[src/rtl/control_sequencer.sv]
// control_sequencer: hardwired Moore control unit for the single-bus CPU.
// It fetches an instruction, latches its opcode, and walks through that
// instruction's micro-operation states. The control word is held in flops
// that are loaded with the decode of the state being entered, so every
// output comes straight from a register and clears asynchronously with the state.
module control_sequencer (
  input  logic        clock,
  input  logic        clear,
  input  logic [31:0] IR,
  input  logic        CON,
  input  logic        stop,
  output logic        run,
  output logic        PCout,
  output logic        ZLowout,
  output logic        ZHighout,
  output logic        MDRout,
  output logic        HIout,
  output logic        LOout,
  output logic        InPortout,
  output logic        Cout,
  output logic        MAR_enable,
  output logic        MDR_enable,
  output logic        IR_enable,
  output logic        PC_enable,
  output logic        Y_enable,
  output logic        Z_low_enable,
  output logic        Z_high_enable,
  output logic        CON_enable,
  output logic        IncPC,
  output logic        Read,
  output logic        Write,
  output logic        GRA,
  output logic        GRB,
  output logic        GRC,
  output logic        Rin,
  output logic        Rout,
  output logic        BAout,
  output logic [4:0]  operation
);

  typedef enum logic [3:0] {
    S_RESET  = 4'd0,
    S_FETCH0 = 4'd1,
    S_FETCH1 = 4'd2,
    S_FETCH2 = 4'd3,
    S_T3     = 4'd4,
    S_T4     = 4'd5,
    S_T5     = 4'd6,
    S_T6     = 4'd7,
    S_T7     = 4'd8,
    S_HALT   = 4'd9
  } state_t;

  // Instruction families that share a micro-operation sequence.
  typedef enum logic [2:0] {
    C_LD   = 3'd0,
    C_LDI  = 3'd1,
    C_ST   = 3'd2,
    C_ALU  = 3'd3,
    C_IMM  = 3'd4,
    C_BR   = 3'd5,
    C_NOP  = 3'd6,
    C_HALT = 3'd7
  } class_t;

  typedef struct packed {
    logic       run;
    logic       pc_out;
    logic       zlow_out;
    logic       zhigh_out;
    logic       mdr_out;
    logic       hi_out;
    logic       lo_out;
    logic       inport_out;
    logic       c_out;
    logic       mar_en;
    logic       mdr_en;
    logic       ir_en;
    logic       pc_en;
    logic       y_en;
    logic       zlow_en;
    logic       zhigh_en;
    logic       con_en;
    logic       inc_pc;
    logic       read;
    logic       write;
    logic       gra;
    logic       grb;
    logic       grc;
    logic       rin;
    logic       rout;
    logic       ba_out;
    logic [4:0] operation;
  } ctrl_t;

  localparam logic [4:0] OP_LD   = 5'b00000;
  localparam logic [4:0] OP_LDI  = 5'b00001;
  localparam logic [4:0] OP_ST   = 5'b00010;
  localparam logic [4:0] OP_ADD  = 5'b00011;
  localparam logic [4:0] OP_SUB  = 5'b00100;
  localparam logic [4:0] OP_AND  = 5'b00101;
  localparam logic [4:0] OP_OR   = 5'b00110;
  localparam logic [4:0] OP_ADDI = 5'b01100;
  localparam logic [4:0] OP_ANDI = 5'b01101;
  localparam logic [4:0] OP_ORI  = 5'b01110;
  localparam logic [4:0] OP_BR   = 5'b10010;
  localparam logic [4:0] OP_HALT = 5'b11010;

  localparam logic [4:0] ALU_ADD = 5'b00011;
  localparam logic [4:0] ALU_AND = 5'b00101;
  localparam logic [4:0] ALU_OR  = 5'b00110;

  // Map an opcode to its sequence family; nop and undefined codes share C_NOP.
  function automatic class_t classify(input logic [4:0] op);
    class_t cls;
    case (op)
      OP_LD:                          cls = C_LD;
      OP_LDI:                         cls = C_LDI;
      OP_ST:                          cls = C_ST;
      OP_ADD, OP_SUB, OP_AND, OP_OR:  cls = C_ALU;
      OP_ADDI, OP_ANDI, OP_ORI:       cls = C_IMM;
      OP_BR:                          cls = C_BR;
      OP_HALT:                        cls = C_HALT;
      default:                        cls = C_NOP;
    endcase
    return cls;
  endfunction

  // ALU function used by the immediate forms.
  function automatic logic [4:0] imm_alu(input logic [4:0] op);
    logic [4:0] alu;
    case (op)
      OP_ANDI: alu = ALU_AND;
      OP_ORI:  alu = ALU_OR;
      default: alu = ALU_ADD;
    endcase
    return alu;
  endfunction

  // Control word for a given state; con only matters in br T6.
  function automatic ctrl_t decode(input state_t st, input logic [4:0] op, input logic con);
    ctrl_t  c;
    class_t cls;
    c     = '0;
    cls   = classify(op);
    c.run = (st != S_RESET) && (st != S_HALT);
    case (st)
      S_FETCH0: begin c.pc_out = 1'b1; c.mar_en = 1'b1; c.inc_pc = 1'b1; end
      S_FETCH1: begin c.read = 1'b1; c.mdr_en = 1'b1; end
      S_FETCH2: begin c.mdr_out = 1'b1; c.ir_en = 1'b1; end
      S_T3: begin
        case (cls)
          C_LD, C_LDI, C_ST: begin c.grb = 1'b1; c.ba_out = 1'b1; c.y_en = 1'b1; end
          C_ALU, C_IMM:      begin c.grb = 1'b1; c.rout = 1'b1; c.y_en = 1'b1; end
          C_BR:              begin c.gra = 1'b1; c.rout = 1'b1; c.con_en = 1'b1; end
          default:           begin end
        endcase
      end
      S_T4: begin
        case (cls)
          C_LD, C_LDI, C_ST: begin c.c_out = 1'b1; c.operation = ALU_ADD; c.zlow_en = 1'b1; end
          C_ALU:             begin c.grc = 1'b1; c.rout = 1'b1; c.operation = op; c.zlow_en = 1'b1; end
          C_IMM:             begin c.c_out = 1'b1; c.operation = imm_alu(op); c.zlow_en = 1'b1; end
          C_BR:              begin c.pc_out = 1'b1; c.y_en = 1'b1; end
          default:           begin end
        endcase
      end
      S_T5: begin
        case (cls)
          C_LD, C_ST:          begin c.zlow_out = 1'b1; c.mar_en = 1'b1; end
          C_LDI, C_ALU, C_IMM: begin c.zlow_out = 1'b1; c.gra = 1'b1; c.rin = 1'b1; end
          C_BR:                begin c.c_out = 1'b1; c.operation = ALU_ADD; c.zlow_en = 1'b1; end
          default:             begin end
        endcase
      end
      S_T6: begin
        case (cls)
          C_LD: begin c.read = 1'b1; c.mdr_en = 1'b1; end
          C_ST: begin c.gra = 1'b1; c.rout = 1'b1; c.mdr_en = 1'b1; end
          C_BR: begin
            if (con) begin
              c.zlow_out = 1'b1;
              c.pc_en    = 1'b1;
            end else begin
              c.zlow_out = 1'b0;
              c.pc_en    = 1'b0;
            end
          end
          default: begin end
        endcase
      end
      S_T7: begin
        case (cls)
          C_LD:    begin c.mdr_out = 1'b1; c.gra = 1'b1; c.rin = 1'b1; end
          C_ST:    begin c.write = 1'b1; end
          default: begin end
        endcase
      end
      default: begin end
    endcase
    return c;
  endfunction

  state_t     state_r, state_next_s, done_next_s;
  logic [4:0] opcode_r, opcode_next_s;
  logic       release_r;
  ctrl_t      ctrl_r;
  class_t     cls_s;

  // Opcode copy: captured from IR only as FETCH2 ends, held otherwise.
  always_comb begin
    opcode_next_s = opcode_r;
    if (state_r == S_FETCH2) begin
      opcode_next_s = IR[31:27];
    end else begin
      opcode_next_s = opcode_r;
    end
  end

  // Next-state logic; an instruction's final state goes to FETCH0 unless stop is high.
  always_comb begin
    state_next_s = state_r;
    cls_s        = classify(opcode_r);
    if (stop) begin
      done_next_s = S_HALT;
    end else begin
      done_next_s = S_FETCH0;
    end
    case (state_r)
      S_RESET: begin
        if (release_r) begin
          state_next_s = S_FETCH0;
        end else begin
          state_next_s = S_RESET;
        end
      end
      S_FETCH0: state_next_s = S_FETCH1;
      S_FETCH1: state_next_s = S_FETCH2;
      S_FETCH2: state_next_s = S_T3;
      S_T3: begin
        if (cls_s == C_HALT) begin
          state_next_s = S_HALT;
        end else if (cls_s == C_NOP) begin
          state_next_s = done_next_s;
        end else begin
          state_next_s = S_T4;
        end
      end
      S_T4: state_next_s = S_T5;
      S_T5: begin
        if ((cls_s == C_LD) || (cls_s == C_ST) || (cls_s == C_BR)) begin
          state_next_s = S_T6;
        end else begin
          state_next_s = done_next_s;
        end
      end
      S_T6: begin
        if (cls_s == C_BR) begin
          state_next_s = done_next_s;
        end else begin
          state_next_s = S_T7;
        end
      end
      S_T7:    state_next_s = done_next_s;
      S_HALT:  state_next_s = S_HALT;
      default: state_next_s = S_RESET;
    endcase
  end

  // Hold RESET for one edge after clear rises so FETCH0 lands on the second edge.
  always_ff @(posedge clock or negedge clear) begin
    if (!clear) begin
      release_r <= 1'b0;
    end else begin
      release_r <= 1'b1;
    end
  end

  // State and latched opcode registers.
  always_ff @(posedge clock or negedge clear) begin
    if (!clear) begin
      state_r  <= S_RESET;
      opcode_r <= 5'b00000;
    end else begin
      state_r  <= state_next_s;
      opcode_r <= opcode_next_s;
    end
  end

  // Output register loaded with the decode of the state being entered;
  // CON is captured on the edge that enters br T6.
  always_ff @(posedge clock or negedge clear) begin
    if (!clear) begin
      ctrl_r <= '0;
    end else begin
      ctrl_r <= decode(state_next_s, opcode_next_s, CON);
    end
  end

  assign run           = ctrl_r.run;
  assign PCout         = ctrl_r.pc_out;
  assign ZLowout       = ctrl_r.zlow_out;
  assign ZHighout      = ctrl_r.zhigh_out;
  assign MDRout        = ctrl_r.mdr_out;
  assign HIout         = ctrl_r.hi_out;
  assign LOout         = ctrl_r.lo_out;
  assign InPortout     = ctrl_r.inport_out;
  assign Cout          = ctrl_r.c_out;
  assign MAR_enable    = ctrl_r.mar_en;
  assign MDR_enable    = ctrl_r.mdr_en;
  assign IR_enable     = ctrl_r.ir_en;
  assign PC_enable     = ctrl_r.pc_en;
  assign Y_enable      = ctrl_r.y_en;
  assign Z_low_enable  = ctrl_r.zlow_en;
  assign Z_high_enable = ctrl_r.zhigh_en;
  assign CON_enable    = ctrl_r.con_en;
  assign IncPC         = ctrl_r.inc_pc;
  assign Read          = ctrl_r.read;
  assign Write         = ctrl_r.write;
  assign GRA           = ctrl_r.gra;
  assign GRB           = ctrl_r.grb;
  assign GRC           = ctrl_r.grc;
  assign Rin           = ctrl_r.rin;
  assign Rout          = ctrl_r.rout;
  assign BAout         = ctrl_r.ba_out;
  assign operation     = ctrl_r.operation;

endmodule

[config.mk]
export PLATFORM = sky130hd
export DESIGN_NAME = control_sequencer
export DESIGN_NICKNAME = d
export VERILOG_FILES = /design/src/rtl/control_sequencer.sv
export SDC_FILE = /design/constraint.sdc
export NUM_CORES = 1
export LEC_CHECK = 0
export CAP_MARGIN = 20
export CELL_PAD_IN_SITES_DETAIL_PLACEMENT = 0
export CELL_PAD_IN_SITES_GLOBAL_PLACEMENT = 1
export CORE_AREA = 3 3 76 78
export CTS_BUF_LIST = sky130_fd_sc_hd__clkbuf_4 sky130_fd_sc_hd__clkbuf_8
export DETAILED_ROUTE_END_ITERATION = 10
export DIE_AREA = 0 0 79 81
export PLACE_DENSITY = 0.87
export SETUP_SLACK_MARGIN = 0.05
export SLEW_MARGIN = 20
export SYNTH_ARGS = -nofsm -noshare
export SYNTH_HDL_FRONTEND = slang
export SYNTH_SLANG_ARGS = --single-unit
export TNS_END_PERCENT = 5
[constraint.sdc]
create_clock -name clock -period 5.5 [get_ports clock]
set_input_delay 0.825 -clock clock [delete_from_list [all_inputs] [get_ports clock]]
set_output_delay 0.825 -clock clock [all_outputs]
set_load 0.05 [all_outputs]
## After elaboration in Yosys (flattened, before gate mapping)

Memory sizes are Yosys's and may differ from the RTL's.
Index checks and enable logic that the tools add are counted.

| operators by class | value |
|---|---|
| reduce and logical (&&, ||, !) cells | 13 |
| muxes and demuxes | 44 |
| equality and inequality tests | 29 |

Operator list:

| cell | number |
|---|---|
| case mux 4 bit (10 select lines) | 1 |
| equality test 4 x 3 -> 1 bit (second input constant) | 8 |
| 2-to-1 mux 1 bit | 21 |
| 2-to-1 mux 4 bit | 5 |
| case mux 1 bit (2 select lines) | 10 |
| equality test 4 x 2 -> 1 bit (second input constant) | 4 |
| equality test 3 bit (second input constant) | 5 |
| case mux 5 bit (3 select lines) | 1 |
| equality test 4 bit (second input constant) | 3 |
| equality test 5 x 4 -> 1 bit (second input constant) | 2 |
| case mux 5 bit (2 select lines) | 1 |
| equality test 3 x 2 -> 1 bit (second input constant) | 3 |
| OR reduction 3 bit | 3 |
| equality test 4 x 1 -> 1 bit (second input constant) | 2 |
| zero test 3 bit | 2 |
| case mux 3 bit (2 select lines) | 1 |
| 2-to-1 mux 5 bit | 1 |
| OR reduction 5 bit | 1 |
| zero test 4 bit | 1 |
| inequality test 4 bit (second input constant) | 1 |
| case mux 1 bit (4 select lines) | 1 |
| nonzero test 4 bit | 1 |
| OR reduction 4 bit | 1 |
| equality test 3 x 1 -> 1 bit (second input constant) | 1 |
| 5 further kinds | 6 |

| word-level totals | value |
|---|---|
| memories | 2 |
| register bits | 36 |
| memory bits (read-only) | 192 |
| logic and storage cells | 113 |
| output and inout bits | 31 |
| input port bits | 36 |

Memories:

| memory | words | bits a word | read ports | clocked after memory_dff | write ports | RTL line | text |
|---|---|---|---|---|---|---|---|
| (name not given) | 32 | 3 | 1 | 0 | 0 | 116 | `case (op)` |
| (name not given) | 32 | 3 | 1 | 0 | 0 | 116 |  |

## Depth between registers and ports, before layout

Gate-level depths: netlist (run 1).
An unclocked memory read counts as a cell.

| logic depth | value |
|---|---|
| word-level depth | 8 |
| depth in mapped cells | 8 |
| mapped depth without buffers | 6 |

## Worst setup path after synthesis (run 1)

OpenSTA, ideal clock, no wires.

| path | value |
|---|---|
| path type | input-to-reg |
| from | input IR[29] |
| to | register ctrl_r (netlist bit ZLowout) |
| slack | 3.509 ns |
| stages on the path | 6 |
| arrival time | 1.870 ns |
| buffers on the path | 1 |
| data required time | 5.380 ns |
| setup time | 0.120 ns |
| path through | clkbuf_1 nor3_1 mux2i_1 nor3_1 and3_1 a31o_2 |

| between the ends | value |
|---|---|
| longest elaborated chain between the ends | 6 |

Ends and longest elaborated chain:

| item | RTL line | text |
|---|---|---|
| start, declared | 9 | `input logic [31:0] IR,` |
| 2-to-1 mux 5 bit (*) | 213 | `if (state_r == S_FETCH2) begin` |
| memory read (32 x 3 bit) (*) | -- |  |
| equality test 3 x 2 -> 1 bit (tied with other cells) | 169 | `case (cls)` |
| OR reduction 5 bit (no line) | -- |  |
| 2-to-1 mux 1 bit | 169 |  |
| case mux 1 bit (2 select lines) (*) | 147 | `case (st)` |
| end signal, assigned | 296 | `ctrl_r <= decode(state_next_s, opcode_next_s, CON);` |
| end, declared | 207 | `ctrl_t ctrl_r;` |

Every way passes the cells marked *; elsewhere a longest branch is shown, timed or not.

## Final worst setup path (run 1)

| path | value |
|---|---|
| from | register state_r[2] |
| to | register ctrl_r (netlist bit Rin) |

| between the ends | value |
|---|---|
| longest elaborated chain between the ends | 7 |

Ends and longest elaborated chain:

| item | RTL line | text |
|---|---|---|
| start, declared | 204 | `state_t state_r, state_next_s, done_next_s;` |
| start signal, assigned | 285 | `state_r <= state_next_s;` |
| equality test 4 x 2 -> 1 bit (*) | 213 |  |
| 2-to-1 mux 5 bit (*) | 213 |  |
| net opcode_next_s[1] | 205 | `logic [4:0] opcode_r, opcode_next_s;` |
| memory read (32 x 3 bit) (*) | -- |  |
| equality test 3 x 1 -> 1 bit (tied with other cells) | 169 |  |
| OR reduction 3 bit | 169 |  |
| 2-to-1 mux 1 bit | 169 |  |
| case mux 1 bit (2 select lines) (*) | 147 |  |

Mark *: on every way through the listed nets, which the timed path passes. The rest lies on a longest branch.

==> key figures, run 1 <==
Timing
  • Endpoints failing setup: 0
  • Setup_tns: 0 ps
  • PnR worst setup slack: 3170 ps
  • Slew Viols, Final: 0
  • Skew final: 3.53 ps
  • Slew headroom: 65.8%
  • Period utilisation layout: 42.4%
  • RSZ-0062 raised after global routing: no
  • Tmin final: 2330 ps
  • Hold slack: 693 ps
  • Hold Vio Cnt, Final: 0
  • F_max: 429 MHz
  • Worst Max-Slew Pin Slew: 512 ps

Routing
  • Wire length after detailed routing: 3930 µm
  • Via Count: 1435
  • Vias per inst: 5.02
  • Drc violations: 0
  • ANT nets after route: 0
  • WL/cell: 13.7 µm
  • DRT Pass-1 Iters: 4
  • Initial DRC count: 132

Critical path
  • Kind of critical path: flip-flop to flip-flop
  • Arrival @ worst endpoint: 2550 ps
  • CP Launch Point: state_r[2]
  • Reg2Reg Setup Slack: 3170 ps
  • Critical path depth: 5
  • CP max stage cell: or4_4
  • Crit path to: Rin
  • Worst Path Required: 5710 ps
  • Crit-path cells: nand4bb_1 -> mux2i_4 -> inv_4 -> or4_4 -> o21bai_2
  • Reg2Reg Depth: 5
  • CP startpoint kind: flip-flop
  • R2r endpoint: Rin
  • Crit Reg-Reg Startpoint: state_r[2]
  • Crit path max-delay family: simple AND/OR/NAND/NOR gates
  • Critical Path Sink Type: flip-flop
  • Maximum single-stage delay on the critical path: 580 ps
  • CP max FO: 12
  • Worst path bufs/invs: 1

Floorplanning
  • Die area: 6400 µm²
  • Die height: 81 µm
  • Num ports: 67
  • Initial Util: 36.5%
  • Die width: 79 µm
  • Core region area: 5140 µm²
  • Cell Rows: 26

Synthesis
  • Synth Warn #: 0
  • Yosys top cell area share: 48.0%
  • Synth unique cells: 53
  • Avg Cell Area, Syn: 10.3 µm²
  • Seq/Total Area, Yosys: 48.0%
  • Synth top area cells: dfrtp_1 (48%), mux2i_1 (3.7%), nor3_1 (3.2%), nand2_1 (2.6%), buf_4 (2.4%)
  • Post-synth EDFFs: 0
  • Synth Flop Type: dfrtp_1
  • Yosys top cell by area: dfrtp_1
  • Ys async rst share: 100%
  • Cells after synthesis: 183
  • Post-Syn Area: 1880 µm²
  • Flops & latches, synth: 36

Power and ir drop
  • Power Total: 1.22 mW
  • Leakage: 1.01 nW
  • Peak VDD IR: 0.000135 V
  • Power Density: 526 nW/µm²

GRT
  • GR Util met1: 16.3%
  • Vias in the first global route: 1410
  • GR Overflow Total: 0
  • Overall routing resource usage: 13.1%
  • Global Route met3 Usage: 3.66%
  • Initial antenna violation count: 0
  • First-pass GRT wire length: 6560 µm
  • M2 GR Usage: 21.4%
  • Pin count of the biggest net entering global routing: 37
  • Most Crowded Layer GR: met2

Hold path
  • Hold Path Cell Cnt: 1
  • HP Class: flip-flop to flip-flop

Cells and area
  • Commonest non-fill, non-tap cells in the layout: dfrtp_1 (36), clkdlybuf4s50_1 (34), nand2_1 (13)
  • Layout Nets: 251
  • Design Area, Final: 2320 µm²
  • Ant diodes: 0
  • Most common cell after layout, fill and taps aside: dfrtp_1
  • Non-Filler Instances: 286
  • Layout cells sized above 1: 11.6%
  • Filler Cells Inserted: 523
  • Layout area overhead: 23.9%
  • Fin util: 45.2%

Clock tree
  • Root Buffer: clkbuf_8
  • Worst-path clk slew: 70 ps
  • # H-tree levels: 2
  • Post_cts resized: 0
  • Clk_lat worst skew: 290 ps
  • Max clock buf depth: 2
  • Post-CTS Setup Inserts: 0
  • TritonCTS clock tree: done
  • Hold-fix buffers at CTS: 0
  • Clk sink count: 36
  • TritonCTS buffer count: 5

Flow run
  • Max-Cap Viols: 0

Placement
  • Post-detail-place hpwl: 2900 µm
  • Placed instance area: 2240 µm²
  • GP Congestion: 0.831
  • Buffers on Ports: 34
  • Placed cells: 278
  • Pre-CTS setup slack: 2890 ps

Run status
  • Status: finished clean
-- worst min path at each step --
stage	startpoint	endpoint	slack [ps]
CTS	state_r[3]	IR_enable	680
floorplan	clear	BAout	530
detailed placement	state_r[3]	IR_enable	670
global route	state_r[3]	IR_enable	740
finish	state_r[3]	IR_enable	690
global placement	state_r[3]	IR_enable	680
-- power breakdown --
part / internal, mW / total [mW] / leakage [nW] / switching, mW
clock network: 0.0881 / 0.183 / 0.0479 / 0.0945
registers: 0.331 / 0.436 / 0.470 / 0.106
logic: 0.229 / 0.603 / 0.494 / 0.374
-- area by class of cell --
class | count | area (µm²) | share of cell area (%)
Tap cell | 70 | 87.6 | 3.77
Timing Repair Buffer | 35 | 348 | 15.0
Clock inverter | 3 | 18.8 | 0.807
Clock buffer | 5 | 68.8 | 2.96
Sequential cell | 36 | 901 | 38.8
Multi-Input combinational cell | 128 | 865 | 37.2
Inverter | 9 | 36.3 | 1.56
-- synthesized netlist by cell type (all sizes together) (2+ instances only) --
cell type  count
nor4           2
or4            2
nand3b         2
conb           2
or3            2
mux2i          9
and3           5
xor2           2
nand3          3
nand2         14
nor4bb         2
nand2b         4
o221ai         2
o211ai         2
a21boi         2
o31ai          3
buf           12
nor3          12
o311ai         2
inv            9
nand4bb        3
o21bai         3
nor2          10
nor2b          5
o21ai          8
dfrtp         36
a21o           3
a211oi         2
nor3b          3
a21oi          3
clkbuf         4
-- worst reg2reg max path: cells and delay by family (launching register included) --
| family | cells | cell delay [ps] |
|---|---|---|
| multiplexers | 1 | 460 |
| AND/OR/NAND/NOR | 2 | 1090 |
| AO/OA/AOI/OAI | 1 | 140 |
| buffers and inverters | 1 | 70 |
| flip-flops | 1 | 500 |
-- per-layer routing --
metal	vias to the layer above	routed length [µm]
met4	0	100
li1	706	-
met2	42	1890
met1	678	1740
met3	9	197
met5	-	0
-- cell families after synthesis --
group | count (synthesis) | synth area share [%]
and+or+nand+nor | 73 | 23.1
AOI/OAI and AO/OA | 36 | 14.7
DFF | 36 | 48.0
buffers and inverters | 25 | 7.13
muxes | 9 | 5.67
xor gates and xnor gates | 2 | 0.934
other | 2 | 0.400
Note: power is estimated with default switching activity, not from simulation.
==> run 2, diff against run 1 <==
- CORE_AREA: 3 3 76 78 -> 3 3 78 80
- DIE_AREA: 0 0 79 81 -> 0 0 81 83
- PLACE_DENSITY: 0.87 -> 0.83
- clock period: 5.5 -> 2.2 ns (I/O delays scaled with it)
==> run 2 against run 1 <==
  * Clock skew is essentially flat
  * First-iteration DRC count decreased by 15%
  * Global-route usage fell by 0.065 points
  * Critical path depth rose by 1
  * Die area rose by 5.1%
  * Cell area rose by 5.6%
  * Clock power is 140% higher
  * Sequential power grew 130%
  * Clock-buffer cell count up 1
  * Largest power group unchanged
  * Highest routed layer unchanged
==> key figures, run 2 (synthesis results as in run 1) <==
Power and ir drop
  • Switching portion of total power: 45.0% (-1.9 points)
  • Switching component of the power: 1.45 mW (+150%)
  • Peak VDD IR: 0.000395 V (+190%)
  • Sequential Power Share: 30.7% (-5.0 points)
  • Internal power: 1.77 mW (+170%)
  • Leakage: 1.09 nW (+7.9%)
  • Clock power frac: 13.8% (-1.1 points)
  • Power Density: 1310 nW/µm² (+150%)
  • Logic pwr share: 55.5% (+6.1 points)

Critical path
  • Kind of critical path: flip-flop to flip-flop
  • CP startpoint kind: flip-flop
  • Worst Path Required: 2410 ps (-3300 ps)
  • CP max stage cell: or4_4
  • CP max FO: 7 (-5)
  • Critical Path Sink Type: flip-flop
  • Maximum single-stage delay on the critical path: 580 ps (about the same)
  • Arrival @ worst endpoint: 2200 ps (-350 ps)
  • Crit-path cells: nand4bb_1 -> buf_12 -> mux2i_4 -> inv_4 -> or4_4 -> o21bai_2

Floorplanning
  • Initial Util: 34.3% (-2.2 points)
  • Cell Rows: 27 (+3.8%)
  • Die height: 83 µm (+2.5%)
  • Die width: 81 µm (+2.5%)
  • Num ports: 67 (unchanged)
  • Core region area: 5470 µm² (+6.5%)
  • Die area: 6720 µm² (+5.1%)

Clock tree
  • # H-tree levels: 2 (unchanged)
  • TritonCTS buffer count: 5 (unchanged)
  • Post-CTS Setup Inserts: 0 (unchanged)
  • Max clock buf depth: 2 (unchanged)
  • TritonCTS clock tree: done
  • Post_cts resized: 0 (unchanged)
  • Clk_lat worst skew: 280 ps (about the same)
  • Worst-path clk slew: 70 ps (about the same)
  • Hold-fix buffers at CTS: 0 (unchanged)
  • Root Buffer: clkbuf_8
  • Clk sink count: 36 (unchanged)

Hold path
  • HP Class: primary input to asynchronous set/reset pin

Timing
  • RSZ-0062 raised after global routing: no
  • Hold Vio Cnt, Final: 0 (unchanged)
  • Skew final: 3.95 ps (+0.413 ps)
  • Setup_tns: 0 ps (unchanged)
  • PnR worst setup slack: 213 ps (-2950 ps)
  • Slew headroom: 66.5% (+0.70 points)
  • Tmin final: 1990 ps (-347 ps)
  • Period utilisation layout: 90.3% (+48 points)
  • Worst Max-Slew Pin Slew: 501 ps (-10.4 ps)
  • Slew Viols, Final: 0 (unchanged)
  • Endpoints failing setup: 0 (unchanged)
  • F_max: 503 MHz (+17%)
  • Hold slack: 454 ps (-239 ps)

Routing
  • Via Count: 1481 (+3.2%)
  • Wire length after detailed routing: 3990 µm (+1.5%)
  • Vias per inst: 4.89 (-2.6%)
  • DRT Pass-1 Iters: 4 (unchanged)
  • Drc violations: 0 (unchanged)
  • WL/cell: 13.2 µm (-4.2%)
  • ANT nets after route: 0 (unchanged)
  • Initial DRC count: 112 (-15%)

Cells and area
  • Fin util: 44.9% (-0.37 points)
  • Filler Cells Inserted: 517 (-1.1%)
  • Ant diodes: 0 (unchanged)
  • Most common cell after layout, fill and taps aside: dfrtp_1
  • Layout area overhead: 30.8%
  • Layout Nets: 267 (+6.4%)
  • Commonest non-fill, non-tap cells in the layout: dfrtp_1 (35), clkdlybuf4s50_1 (34), buf_4 (16)
  • Layout cells sized above 1: 17.7% (+6.2 points)

Run status
  • Status: finished clean

GRT
  • GR Overflow Total: 0 (unchanged)
  • First-pass GRT wire length: 6890 µm (+5.0%)
  • Vias in the first global route: 1436 (+1.8%)
  • Overall routing resource usage: 13.0% (-0.065 points)
  • GR Util met1: 17.5% (+1.2 points)
  • M2 GR Usage: 19.8% (-1.6 points)
  • Initial antenna violation count: 0 (unchanged)
  • Global Route met3 Usage: 3.36% (-0.30 points)
  • Most Crowded Layer GR: met2
  • Pin count of the biggest net entering global routing: 37 (unchanged)

Placement
  • Post-detail-place hpwl: 3090 µm (+6.4%)
  • Buffers on Ports: 34 (unchanged)
  • Pre-CTS setup slack: 84.4 ps (-2800 ps)
  • GP Congestion: 0.854 (+2.8%)

Flow run
  • Max-Cap Viols: 0 (unchanged)
==> run 2: stage by stage <==
stage | instances | instance area (µm²) | power [mW]
after floorplan | 189 | 1900 | 2.25
after CTS | 303 | 2450 | 3.21
final | 303 | 2450 | 3.22
after global placement | 296 | 2370 | 2.76
after detailed placement | 296 | 2370 | 2.77
after global routing | 303 | 2450 | 3.46
==> run 2: layer usage <==
layer / up-vias / share of wire [%]
met3: 12 / 5.9
met1: 687 / 46
met5: - / 0
met4: 0 / 2.5
met2: 46 / 46
li1: 736 / -
==> run 2: worst max-delay path, delay by kind of cell (launching register included) <==
| kind | cells | cell delay (ps) |
|---|---|---|
| simple gates | 2 | 760 |
| flops | 1 | 450 |
| mux | 1 | 370 |
| buf+inv | 2 | 220 |
| compound gates | 1 | 120 |
==> run 2: path summary, 6_finish.rpt <==
check / startpoint / depth (start not counted) / endpoint / slack (ps)
min in group clock: state_r[3] / 1 / IR_enable / 480
min: clear / 2 / Cout / 450
max reg2reg: state_r[0] / 6 / MDRout / 210
max: state_r[0] / 6 / MDRout / 210
max in group asynchronous: clear / 2 / opcode_r[0] / 1420
min reg2reg: state_r[3] / 1 / IR_enable / 480
==> run 2: area by class of cell <==
cell class	count	area [µm²]	area share, %
clock buffer	6	76.3	3.11
clock inverter	1	5.00	0.204
inverter	9	36.3	1.48
multi-input combinational	128	865	35.2
sequential	36	902	36.7
tap	72	90.1	3.67
timing repair buffer	51	480	19.6
==> run 2: power groups by stage <==
stage | Sequential (mW) | Clock [mW] | Combinational, mW
final | 0.987 | 0.443 | 1.79
after CTS | 0.983 | 0.453 | 1.78
after detailed placement | 0.996 | 0 | 1.77
after global placement | 0.990 | 0 | 1.77
after floorplan | 1.19 | 0 | 1.06
after global routing | 1.01 | 0.493 | 1.95
